$ cat src/rtl/dma_arbiter.sv
// rtl/dma_arbiter.sv - round-robin arbiter sharing one DMA engine among NREQ requesters
// Latches the winner's descriptors, pulses s_dma, waits for f_dma, returns done; keeps perf counters.
module dma_arbiter #(
    parameter int NREQ = 4,
    parameter int OPW  = 3,
    parameter int IW   = 32
) (
    input  logic                 clk,
    input  logic                 rst,
    input  logic [NREQ-1:0]      req,
    input  logic [NREQ*OPW-1:0]  req_op,
    input  logic [NREQ*IW-1:0]   req_info1,
    input  logic [NREQ*IW-1:0]   req_mem_info1,
    input  logic [NREQ*IW-1:0]   req_info2,
    input  logic [NREQ*IW-1:0]   req_mem_info2,
    output logic [NREQ-1:0]      done,
    output logic [NREQ-1:0]      grant,
    output logic                 s_dma,
    output logic [OPW-1:0]       dma_op,
    output logic [IW-1:0]        dma_info1,
    output logic [IW-1:0]        dma_mem_info1,
    output logic [IW-1:0]        dma_info2,
    output logic [IW-1:0]        dma_mem_info2,
    input  logic                 f_dma,
    output logic                 busy,
    output logic [63:0]          cnt_busy,
    output logic [63:0]          cnt_stall
);

    localparam int PW = (NREQ > 1) ? $clog2(NREQ) : 1;

    typedef enum logic [1:0] {S_IDLE, S_BUSY, S_DONE} state_t;

    state_t            r_state;
    logic [PW-1:0]     r_ptr;
    logic [PW-1:0]     r_gidx;
    logic [NREQ-1:0]   r_grant;
    logic [NREQ-1:0]   r_done;
    logic              r_s_dma;
    logic [OPW-1:0]    r_op;
    logic [IW-1:0]     r_info1;
    logic [IW-1:0]     r_mem_info1;
    logic [IW-1:0]     r_info2;
    logic [IW-1:0]     r_mem_info2;
    logic [63:0]       r_cnt_busy;
    logic [63:0]       r_cnt_stall;

    logic              w_found;
    logic [PW-1:0]     w_g;
    logic [PW-1:0]     w_idx;
    logic [OPW-1:0]    w_op;
    logic [IW-1:0]     w_info1;
    logic [IW-1:0]     w_mem_info1;
    logic [IW-1:0]     w_info2;
    logic [IW-1:0]     w_mem_info2;

    // Scan farthest-first so the candidate closest to r_ptr is the last to overwrite w_g.
    always_comb begin
        w_found = 1'b0;
        w_g     = '0;
        w_idx   = '0;
        for (int k = NREQ - 1; k >= 0; k--) begin
            w_idx = PW'((int'(r_ptr) + k) % NREQ);
            if (req[w_idx]) begin
                w_found = 1'b1;
                w_g     = w_idx;
            end
        end
    end

    always_comb begin
        w_op        = '0;
        w_info1     = '0;
        w_mem_info1 = '0;
        w_info2     = '0;
        w_mem_info2 = '0;
        for (int i = 0; i < NREQ; i++) begin
            if (w_g == PW'(i)) begin
                w_op        = req_op[i*OPW +: OPW];
                w_info1     = req_info1[i*IW +: IW];
                w_mem_info1 = req_mem_info1[i*IW +: IW];
                w_info2     = req_info2[i*IW +: IW];
                w_mem_info2 = req_mem_info2[i*IW +: IW];
            end
        end
    end

    always_ff @(posedge clk or posedge rst) begin
        if (rst) begin
            r_state     <= S_IDLE;
            r_ptr       <= '0;
            r_gidx      <= '0;
            r_grant     <= '0;
            r_done      <= '0;
            r_s_dma     <= 1'b0;
            r_op        <= '0;
            r_info1     <= '0;
            r_mem_info1 <= '0;
            r_info2     <= '0;
            r_mem_info2 <= '0;
        end else begin
            case (r_state)
                S_IDLE: begin
                    if (w_found) begin
                        r_gidx      <= w_g;
                        r_grant     <= NREQ'(1) << w_g;
                        r_s_dma     <= 1'b1;
                        r_op        <= w_op;
                        r_info1     <= w_info1;
                        r_mem_info1 <= w_mem_info1;
                        r_info2     <= w_info2;
                        r_mem_info2 <= w_mem_info2;
                        r_state     <= S_BUSY;
                    end
                end
                S_BUSY: begin
                    r_s_dma <= 1'b0;
                    if (f_dma) begin
                        r_done  <= r_grant;
                        r_ptr   <= (r_gidx == PW'(NREQ - 1)) ? '0 : r_gidx + PW'(1);
                        r_state <= S_DONE;
                    end
                end
                S_DONE: begin
                    r_done  <= '0;
                    r_grant <= '0;
                    r_state <= S_IDLE;
                end
                default: r_state <= S_IDLE;
            endcase
        end
    end

    always_ff @(posedge clk or posedge rst) begin
        if (rst) begin
            r_cnt_busy  <= '0;
            r_cnt_stall <= '0;
        end else begin
            if (r_state == S_BUSY)
                r_cnt_busy <= r_cnt_busy + 64'd1;
            if (|(req & ~r_grant))
                r_cnt_stall <= r_cnt_stall + 64'd1;
        end
    end

    assign done          = r_done;
    assign grant         = r_grant;
    assign s_dma         = r_s_dma;
    assign dma_op        = r_op;
    assign dma_info1     = r_info1;
    assign dma_mem_info1 = r_mem_info1;
    assign dma_info2     = r_info2;
    assign dma_mem_info2 = r_mem_info2;
    assign busy          = (r_state != S_IDLE);
    assign cnt_busy      = r_cnt_busy;
    assign cnt_stall     = r_cnt_stall;

endmodule

$ cat config.mk
export PLATFORM = sky130hd
export DESIGN_NAME = dma_arbiter
export DESIGN_NICKNAME = d
export VERILOG_FILES = /design/src/rtl/dma_arbiter.sv
export SDC_FILE = /design/constraint.sdc
export NUM_CORES = 1
export LEC_CHECK = 0
export CAP_MARGIN = 20
export CORE_AREA = 2 2 313 315
export CTS_BUF_LIST = sky130_fd_sc_hd__clkbuf_2
export CTS_CLUSTER_DIAMETER = 60
export DETAILED_ROUTE_END_ITERATION = 6
export DIE_AREA = 0 0 315 317
export GPL_TIMING_DRIVEN = 0
export MAX_ROUTING_LAYER = met4
export SLEW_MARGIN = 15
export SYNTH_ARGS = -nofsm -noshare
export SYNTH_HDL_FRONTEND = slang
export SYNTH_SLANG_ARGS = --single-unit
$ cat constraint.sdc
create_clock -name clk -period 11.4 [get_ports clk]
set_clock_uncertainty 0.1 [all_clocks]
set_input_delay 1.71 -clock clk [delete_from_list [all_inputs] [get_ports clk]]
set_output_delay 1.71 -clock clk [all_outputs]
set_load 0.02 [all_outputs]
==> results of run 1 <==
logic make-up (layout without fill, tap and decap cells):
logic type / count (synthesis) / count (layout) / synth area share
xor gates and xnor gates: 126 / 126 / 0.0734
other: 0 / 21 / 0
adders and majority gates: 3 / 3 / 0.00250
and+or+nand+nor: 518 / 518 / 0.178
DFF: 274 / 274 / 0.456
buffers and inverters: 126 / 1077 / 0.0393
AOI/OAI and AO/OA: 248 / 248 / 0.140
muxes: 167 / 167 / 0.111
per-layer routing:
metal / vias to the layer above / wire length, um
met2: 687 / 41000
met3: 137 / 6600
li1: 7280 / -
met4: 0 / 3320
met1: 7705 / 35500
met5: - / 0
per-stage QoR:
stage	instance area (sq um)	power, W	worst slack, ns	setup TNS [ns]
4_1_cts	25600	0.00521	6.81	0
2_1_floorplan	15000	0.00286	2.04	0
6_report	25700	0.00513	6.86	0
3_5_place_dp	24800	0.00433	5.63	0
5_1_grt	25600	0.00545	6.83	0
3_3_place_gp	24600	0.00428	-2.65	-703.36
power groups by stage:
stage	clock network, W	logic (W)	registers [W]
2_1_floorplan	0	0.00111	0.00175
3_3_place_gp	0	0.00283	0.00145
3_5_place_dp	0	0.00287	0.00146
4_1_cts	0.000888	0.00288	0.00145
5_1_grt	0.000931	0.00304	0.00148
6_report	0.000840	0.00284	0.00145
final cells by class:
class	instances	area, sq um
Fill cell	10388	70600
Buffer	109	528
Clock inverter	27	204
Timing Repair Buffer	807	8140
Antenna cell	21	52.6
Tap cell	1276	1600
Inverter	17	71.3
Sequential cell	274	6860
Multi-Input combinational cell	1062	7620
Clock buffer	117	586
placed cells by master, fill, tap and decap left out, types with 19 or more instances in the layout:
| cell | instances |
|---|---|
| nor2_1 | 124 |
| xor2_1 | 36 |
| a211oi_1 | 149 |
| clkbuf_2 | 118 |
| clkdlybuf4s50_1 | 799 |
| nand2_1 | 91 |
| nand3_1 | 48 |
| mux2i_1 | 165 |
| and4_1 | 19 |
| nand4_1 | 49 |
| xnor2_1 | 90 |
| buf_2 | 28 |
| nor3_1 | 20 |
| clkbuf_1 | 65 |
| a211oi_2 | 47 |
| o221ai_1 | 33 |
| dfrtp_1 | 274 |
| diode_2 | 21 |
| and3_1 | 117 |
flip-flops by register name, summed over array words and instances (netlist names), 3 cells and up:
signal	cells
cnt_busy	64
cnt_stall	64
dma_info1	32
dma_info2	32
dma_mem_info1	32
dma_mem_info2	32
dma_op	3
done	4
grant	4
synthesized netlist by cell type (7+ instances only):
cell / count / area share
a211oi_1: 150 / 0.075
a211oi_2: 46 / 0.038
and2_1: 9 / 0.0037
and3_1: 117 / 0.049
and4_1: 19 / 0.011
buf_2: 28 / 0.0093
buf_6: 11 / 0.0082
clkbuf_1: 66 / 0.016
dfrtp_1: 274 / 0.46
inv_1: 17 / 0.0042
mux2i_1: 165 / 0.11
nand2_1: 91 / 0.023
nand3_1: 48 / 0.016
nand4_1: 49 / 0.020
nor2_1: 126 / 0.031
nor2b_1: 7 / 0.0029
nor3_1: 20 / 0.0067
nor4_1: 15 / 0.0062
o21ai_0: 8 / 0.0027
o221ai_1: 33 / 0.019
xnor2_1: 90 / 0.052
xor2_1: 36 / 0.021
final timing paths:
kind	startpoint	endpoint	slack, ns
max in group asynchronous	rst	dma_info1[28]$_DFFE_PP0P_	9.09
max reg2reg	r_ptr[1]$_DFFE_PP0P_	dma_mem_info2[30]$_DFFE_PP0P_	7.62
min	cnt_stall[63]$_DFFE_PP0P_	cnt_stall[63]$_DFFE_PP0P_	0.37
min in group asynchronous	rst	dma_info1[10]$_DFFE_PP0P_	0.97
max	req[2]	dma_mem_info2[30]$_DFFE_PP0P_	6.86
min reg2reg	cnt_stall[63]$_DFFE_PP0P_	cnt_stall[63]$_DFFE_PP0P_	0.37
worst reg2reg max path: cells and delay by family (launching register included):
family          cells  cell delay [ns]
buf+inv             4             1.60
mux                 1             0.79
flops               1             0.44
simple gates        2             0.33
compound gates      2             0.33
==> run metrics, run 1 <==
Clock Power Share 0.164; R2R cell count 9; Finish-stage setup viols 0; critical path's slowest cell mux2i_1; Final GP Congestion 0.902; Net Sw Frac 0.458; initial core utilization 0.156; Final ANT Viol Nets 0; Rows 114; critical path data arrival time 5.39 ns; core area 96300 sq um; IO Pins 800; M2 GR Usage 0.270; via/cell ratio between 4 and 5; die area roughly 100000 sq um; Post-synth top flop dfrtp_1; Synth Area per Inst 10.3 sq um; vias in the first global route about 16k; DP HPWL about 70000 um; vias 15.8k; Worst-Margin Slew 0.937 ns; combinational power share 0.554; Synth async-reset ratio 1.00; Initial DRT Pass Iterations 5; first-pass GRT wire length 117000 um; CP top delay family buffers and inverters; GRT met1 Usage 0.204; DRC 0; pin count of the biggest net entering global routing 97; met3 Track Usage GR 0.0487; Post-synth EDFFs 0; Pwr per Cell Area 200 nW/um^2; WP buf/inv 5; WS Path Type in -> reg; leakage power about 10 nW; Layout area overhead 70.5%; CP max FO 10; relative slew slack 0.371; Worst path max stage delay between 0.7 and 0.8 ns; CTS tree yes; Max IR drop VDD 0.0938 mV; Mapped Area about 15000 sq um; DR iter-0 viols 765; busiest metal layer after global routing met2; Synth cell types a little over 40; clk sink count 274; Cells after Synth 1462; fmax approximately 220 MHz; CTS buffer count 84; # port buffers around 800; antenna violations before repair 35; Hold Crit Depth 1; CP Capture Type flop; outcome finished clean; fin. max-slew vios 0; Seq/Total Area, Yosys 0.456; Final Hold Fails 0; startpoint types input port; Post-CTS Setup Bufs 0; CTS Root Cell clkbuf_2; Int Power 0.00278 W; Fin Hold WS 0.369 ns; sequential share of power 0.282; Yosys reg bits 274; worst skew pair latency 1.14 ns; GR Overflow Total 0; CTS resizes 0; worst path cell trace clkdlybuf4s50_1 -> nor2b_1 -> a221o_1 -> buf_2 -> and2_1 -> buf_2 -> buf_2 -> buf_2 -> mux2i_1 -> a211oi_1; Routed wire per std cell between 20 and 25 um; Period minus WS final about 4.5 ns; nets 2889; WP data required between 10 and 15 ns; Post-CTS Hold Buffers 0; post-synthesis net count 1996; worst min path class reg -> reg; Synth warnings 0; Die Width 315 um; chip height 317 um; Non-Filler Instances 3710; CTS max path bufs 3; GRT Util Overall 0.171; Finished Core Util 0.266; routed wire length 86400 um; Most common cell on crit path buf_2; CTS HTree Levels 3; Placed Cells 3544; layout cells sized above 1 0.0966; net load switching power 0.00235 W; clock slew at reported path FFs 0.09 ns; Tcrit/Tclk final 0.399; max_cap viols 0; WP depth 10; RSZ-0062 raised after global routing false
Power figures use the tool's default switching activity.
==> run 2, diff against run 1 <==
Clock period 11.4 ns to 4.5 ns, I/O delays scaled along.
==> run 2 against run 1 <==
  * Combinational power grew to 3.0 times the previous value
  * Core utilization rose by 3.2 points
  * Highest routed layer unchanged
  * Clock power is 150% higher
  * Critical path type is now reg -> reg
  * Worst setup slack got worse by 6.6 ns
  * Non-clock buffer count is 307 higher
  * Sequential share of layout area shrank 2.9 points
  * Flip-flop and latch count stayed put
  * Critical endpoint is now dma_mem_info1[13]$_DFFE_PP0P_
==> run metrics, run 2 (synthesis gave the netlist of run 1 again) <==
outcome finished clean; WP data required approximately 5.4 ns; clk sink count approximately 270; critical path data arrival time between 5 and 6 ns; commonest non-fill, non-tap cell in the layout clkdlybuf4s50_1; WS Path Type reg -> reg; reg-to-reg startpoint r_ptr[1]$_DFFE_PP0P_; sequential share of power 0.258; Initial DRT Pass Iterations 5; IO Pins 800; DR iter-0 viols 795; core area 96300 sq um; Finish-stage setup viols 0; Int Power 0.00804 W; hold_sp req_mem_info1[69]; antenna violations before repair 22; highest layer used for signal routing met4; Non-Filler Instances 4014; CTS max path bufs 3; Worst-Margin Slew 0.986 ns; net load switching power between 0.006 and 0.007 W; Tcrit/Tclk final 0.945; Placed Cells approximately 3.6k; Reg2Reg Setup Slack 0.25 ns; met2 WL 42400 um; commonest non-fill, non-tap cells in the layout 799 x clkdlybuf4s50_1, 300 x dlygate4sd3_1, 274 x dfrtp_1; CTS Root Cell clkbuf_2; CTS HTree Levels 3; relative slew slack 0.339; worst skew pair latency 1.15 ns; initial core utilization 0.156; pin count of the biggest net entering global routing 36; CTS resizes 0; Hold Crit Depth 3; Tot Pwr between 0.01 and 0.015 W; combinational power share 0.596; layout cells sized above 1 0.0901; Post-CTS Setup Bufs 0; max_cap viols 0; Final GP Congestion 0.895; r2r endpoint dma_mem_info1[13]$_DFFE_PP0P_; Max IR drop VDD 0.271 mV; Hold EP dma_mem_info1[5]$_DFFE_PP0P_; CP max FO 10; Final Hold Fails 0; Clock Power Share 0.146; GRT Util Overall 0.178; Routed wire per std cell 22.2 um; fmax 235 MHz; Pwr per Cell Area 496 nW/um^2; Fin Hold WS 0.248 ns; Die Width roughly 320 um; GR Overflow Total 0; Rows 114; worst min path class in -> reg; DP HPWL 70000 um; routed wire length ~89000 um; fin. max-slew vios 0; TNS Setup 0 ns; DRC 0; Layout area overhead 91.0%; Period minus WS final roughly 4.3 ns; startpoint types flop; via/cell ratio 4.31; met1 WL 36200 um; Final ANT Viol Nets 0; clock slew at reported path FFs ~0.090 ns; chip height 317 um; CTS tree yes; vias between 15k and 20k; # port buffers between 700 and 800; nets 3194; leakage power 11.8 nW; CTS buffer count 82; CP Capture Type flop; vias in the first global route 18.4k; RSZ-0062 raised after global routing false; Net Sw Frac 0.436; met3 wire length 6710 um; Finished Core Util 0.298; R2R cell count 11; die area 99900 sq um; first-pass GRT wire length 125000 um
## run 2: layout make-up
type,instances,area (sq um)
repair buffers,1114,11300
multi-input cells,1062,7620
diodes,18,45.0
clock inverters,27,179
flip-flops and latches,274,6860
fillers,10175,67500
clock buffers,117,586
inverters,17,67.6
plain buffers,109,529
well taps,1276,1600
## run 2: critical path: stages (launching register included)
cell	delay (ns)
dfrtp_1	0.43
nand2_1	0.11
a221o_1	0.15
buf_2	0.42
and2_1	0.19
buf_2	0.13
buf_2	0.50
buf_2	0.50
mux2i_1	0.22
dlygate4sd3_1	0.57
o221ai_1	0.13
dlygate4sd3_1	0.60
## run 2: what timing repair did
action | 4_1_cts | 5_1_grt
hold endpoints to repair | 144 | 0
hold buffers | 300 | 0
setup endpoints to repair | 0 | 0
## run 2: how the worst max path moves through the flow
stage	depth (start not counted)	end	slack, ns	from
after floorplan	1	cnt_busy[0]$_DFFE_PP0P_	0.10	rst
after global placement	2	dma_info2[2]$_DFFE_PP0P_	-2.57	rst
after detailed placement	10	dma_mem_info2[5]$_DFFE_PP0P_	-0.11	req[2]
after CTS	11	dma_mem_info2[0]$_DFFE_PP0P_	0.21	r_ptr[1]$_DFFE_PP0P_
after global routing	11	dma_mem_info1[13]$_DFFE_PP0P_	0.009	r_ptr[1]$_DFFE_PP0P_
final	11	dma_mem_info1[13]$_DFFE_PP0P_	0.25	r_ptr[1]$_DFFE_PP0P_
## run 2: per-layer routing
metal	GRT usage	vias to the layer above
met3	0.0511	178
li1	-	7882
met2	0.286	762
met4	0.0811	0
met1	0.204	8465
met5	-	-
## run 2: power by group through the flow
stage | Sequential (W) | Combinational (W) | Clock, W
finish | 0.00368 | 0.00849 | 0.00208
floorplan | 0.00444 | 0.00280 | 0
global route | 0.00377 | 0.00907 | 0.00231
global placement | 0.00370 | 0.00714 | 0
detailed placement | 0.00371 | 0.00726 | 0
CTS | 0.00367 | 0.00851 | 0.00220
## run 2: per-stage QoR
| step | instance area, sq um | setup slack [ns] |
|---|---|---|
| 6_report | 28700 | 0.246 |
| 5_1_grt | 28700 | 0.00891 |
| 4_1_cts | 28700 | 0.210 |
| 3_5_place_dp | 24900 | -0.108 |
| 3_3_place_gp | 24600 | -2.57 |
| 2_1_floorplan | 15000 | 0.102 |
==> run 3, diff against run 2 <==
Settings changed: CORE_AREA 2 2 313 315 to 2 2 311 313, DIE_AREA 0 0 315 317 to 0 0 313 315.
==> run 3 against run 2 <==
  * Worst setup slack lost 0.0016 ns
  * Register-to-register slack about the same
  * Power increased by 0.84%
  * Sequential share of layout area fell by 0.22 points
  * Critical path type unchanged
  * Largest power group unchanged
==> run metrics, run 3 (synthesis gave the netlist of run 1 again) <==
Cell Area, Placed between 20000 and 25000 sq um; nets 3227; Net Sw Frac 0.436; CTS max path bufs 3; # port buffers about 800; crit path from r_ptr[1]$_DFFE_PP0P_; Fin Hold WS 0.277 ns; Worst-Margin Slew 1.07 ns; routed wire length 88800 um; Pwr per Cell Area 496 nW/um^2; Tcrit/Tclk final 0.946; relative slew slack 0.288; RSZ-0062 raised after global routing false; fmax 235 MHz; first-pass GRT wire length around 120000 um; GR Overflow Total 0; CTS HTree Levels 3; CTS Root Cell clkbuf_2; fin. max-slew vios 0; commonest non-fill, non-tap cell in the layout clkdlybuf4s50_1; net load switching power 0.00627 W; Rows 114; max_cap viols 0; clk sink count 274; CTS tree yes; hold_sp req_mem_info2[60]; worst skew pair latency 1.07 ns; Final ANT Viol Nets 0; Max IR drop VDD 0.346 mV; Final GP Congestion 0.891; CP max FO 10; GRT Util Overall 0.179; WP data required 5.34 ns; sequential share of power 0.256; layout cells sized above 1 0.0828; met3 wire length a little under 7000 um; clock slew at reported path FFs 0.10 ns; Int Power 0.00811 W; Layout area overhead 92.8%; via/cell ratio about 4.3; reg-to-reg startpoint r_ptr[1]$_DFFE_PP0P_; core area 95700 sq um; chip height 315 um; commonest non-fill, non-tap cells in the layout 799 x clkdlybuf4s50_1, 336 x dlygate4sd3_1, 274 x dfrtp_1; die area 98600 sq um; initial core utilization 0.157; Routed wire per std cell approximately 22 um; DRC 0; CP Capture Type flop; antenna violations before repair 32; combinational power share 0.612; Final Hold Fails 0; Die Width ~310 um; pin count of the biggest net entering global routing 36; IO Pins 800; Initial DRT Pass Iterations 6; Period minus WS final 4.26 ns; met2 WL 41700 um; Finish-stage setup viols 0; Layout fillers about 10k; vias 17.4k; Clock Power Share 0.132; met1 WL approximately 36000 um; fin area about 29000 sq um; highest layer used for signal routing met4; startpoint types flop; CTS buffer count 81; critical path data arrival time slightly above 5 ns; WS Path Type reg -> reg; DR iter-0 viols around 1.0k; leakage power 11.8 nW; worst min path class in -> reg; DP HPWL between 60000 and 70000 um; outcome finished clean; vias in the first global route 18.2k
[run 3: changes by cell type in the layout (fill, tap and decap cells not counted), moves of 2 or more]
cell,delta
buf_2,-3
clkbuf_2,-11
clkinv_2,-3
dlygate4sd3_1,+36
clkinv_1,+2
buf_8,-2
clkbuf_4,+4
diode_2,+9
[run 3: timing repair]
action / CTS / global route
endpoints found under the hold margin: 201 / 0
buffers inserted: 0 / 0
endpoints found under the setup margin: 0 / 15
resized for setup: 0 / 4
hold buffers: 336 / 0
[run 3: area by class of cell]
| class | instances | area (sq um) | area share |
|---|---|---|---|
| diodes | 27 | 67.6 | 0.00233 |
| plain buffers | 109 | 541 | 0.0186 |
| clock buffers | 105 | 526 | 0.0181 |
| clock inverters | 25 | 143 | 0.00492 |
| inverters | 17 | 67.6 | 0.00233 |
| multi-input cells | 1062 | 7610 | 0.262 |
| flip-flops and latches | 274 | 6860 | 0.236 |
| well taps | 1276 | 1600 | 0.0550 |
| repair buffers | 1148 | 11600 | 0.400 |
[run 3: worst max-delay path, stage by stage (launching register included)]
cell and delay [ns]:
dfrtp_1 0.45, nand2_1 0.11, a221o_1 0.14, buf_2 0.40, and2_1 0.19, buf_2 0.21, clkbuf_4 0.42, buf_2 0.48
mux2i_1 0.25, dlygate4sd3_1 0.56, o221ai_1 0.12, dlygate4sd3_1 0.60
[run 3: power by group through the flow]
stage               Sequential (W)  Clock [W]  Combinational (W)
floorplan                  0.00444          0            0.00280
global placement           0.00369          0            0.00715
detailed placement         0.00370          0            0.00724
CTS                        0.00366    0.00202            0.00871
global route               0.00377    0.00215            0.00932
finish                     0.00368    0.00190            0.00880
[run 3: routing by layer]
metal,up-vias,GRT usage
li1,7944,-
met5,-,-
met2,787,0.283
met4,0,0.0862
met1,8485,0.209
met3,205,0.0493
[run 3: per-stage QoR]
| step | instances | setup TNS, ns | util | setup WS, ns | power [W] |
|---|---|---|---|---|---|
| after floorplan | 1462 | 0 | - | 0.102 | 0.00724 |
| after detailed placement | 3549 | -0.110 | 0.260 | -0.104 | 0.0109 |
| after global placement | 3537 | -745.86 | 0.257 | -2.44 | 0.0108 |
| after global routing | 4032 | 0 | 0.303 | 0.0547 | 0.0152 |
| final | 4043 | 0 | 0.303 | 0.244 | 0.0144 |
| after CTS | 4015 | 0 | 0.302 | 0.0545 | 0.0144 |
[run 3: final timing paths]
kind	slack, ns	to	cells after the start
min reg2reg	0.37	cnt_busy[63]$_DFFE_PP0P_	1
min in group asynchronous	0.42	cnt_stall[7]$_DFFE_PP0P_	3
max reg2reg	0.24	dma_mem_info2[23]$_DFFE_PP0P_	11
max in group asynchronous	2.61	dma_info2[10]$_DFFE_PP0P_	7
max	0.24	dma_mem_info2[23]$_DFFE_PP0P_	11
min	0.28	dma_mem_info2[28]$_DFFE_PP0P_	3
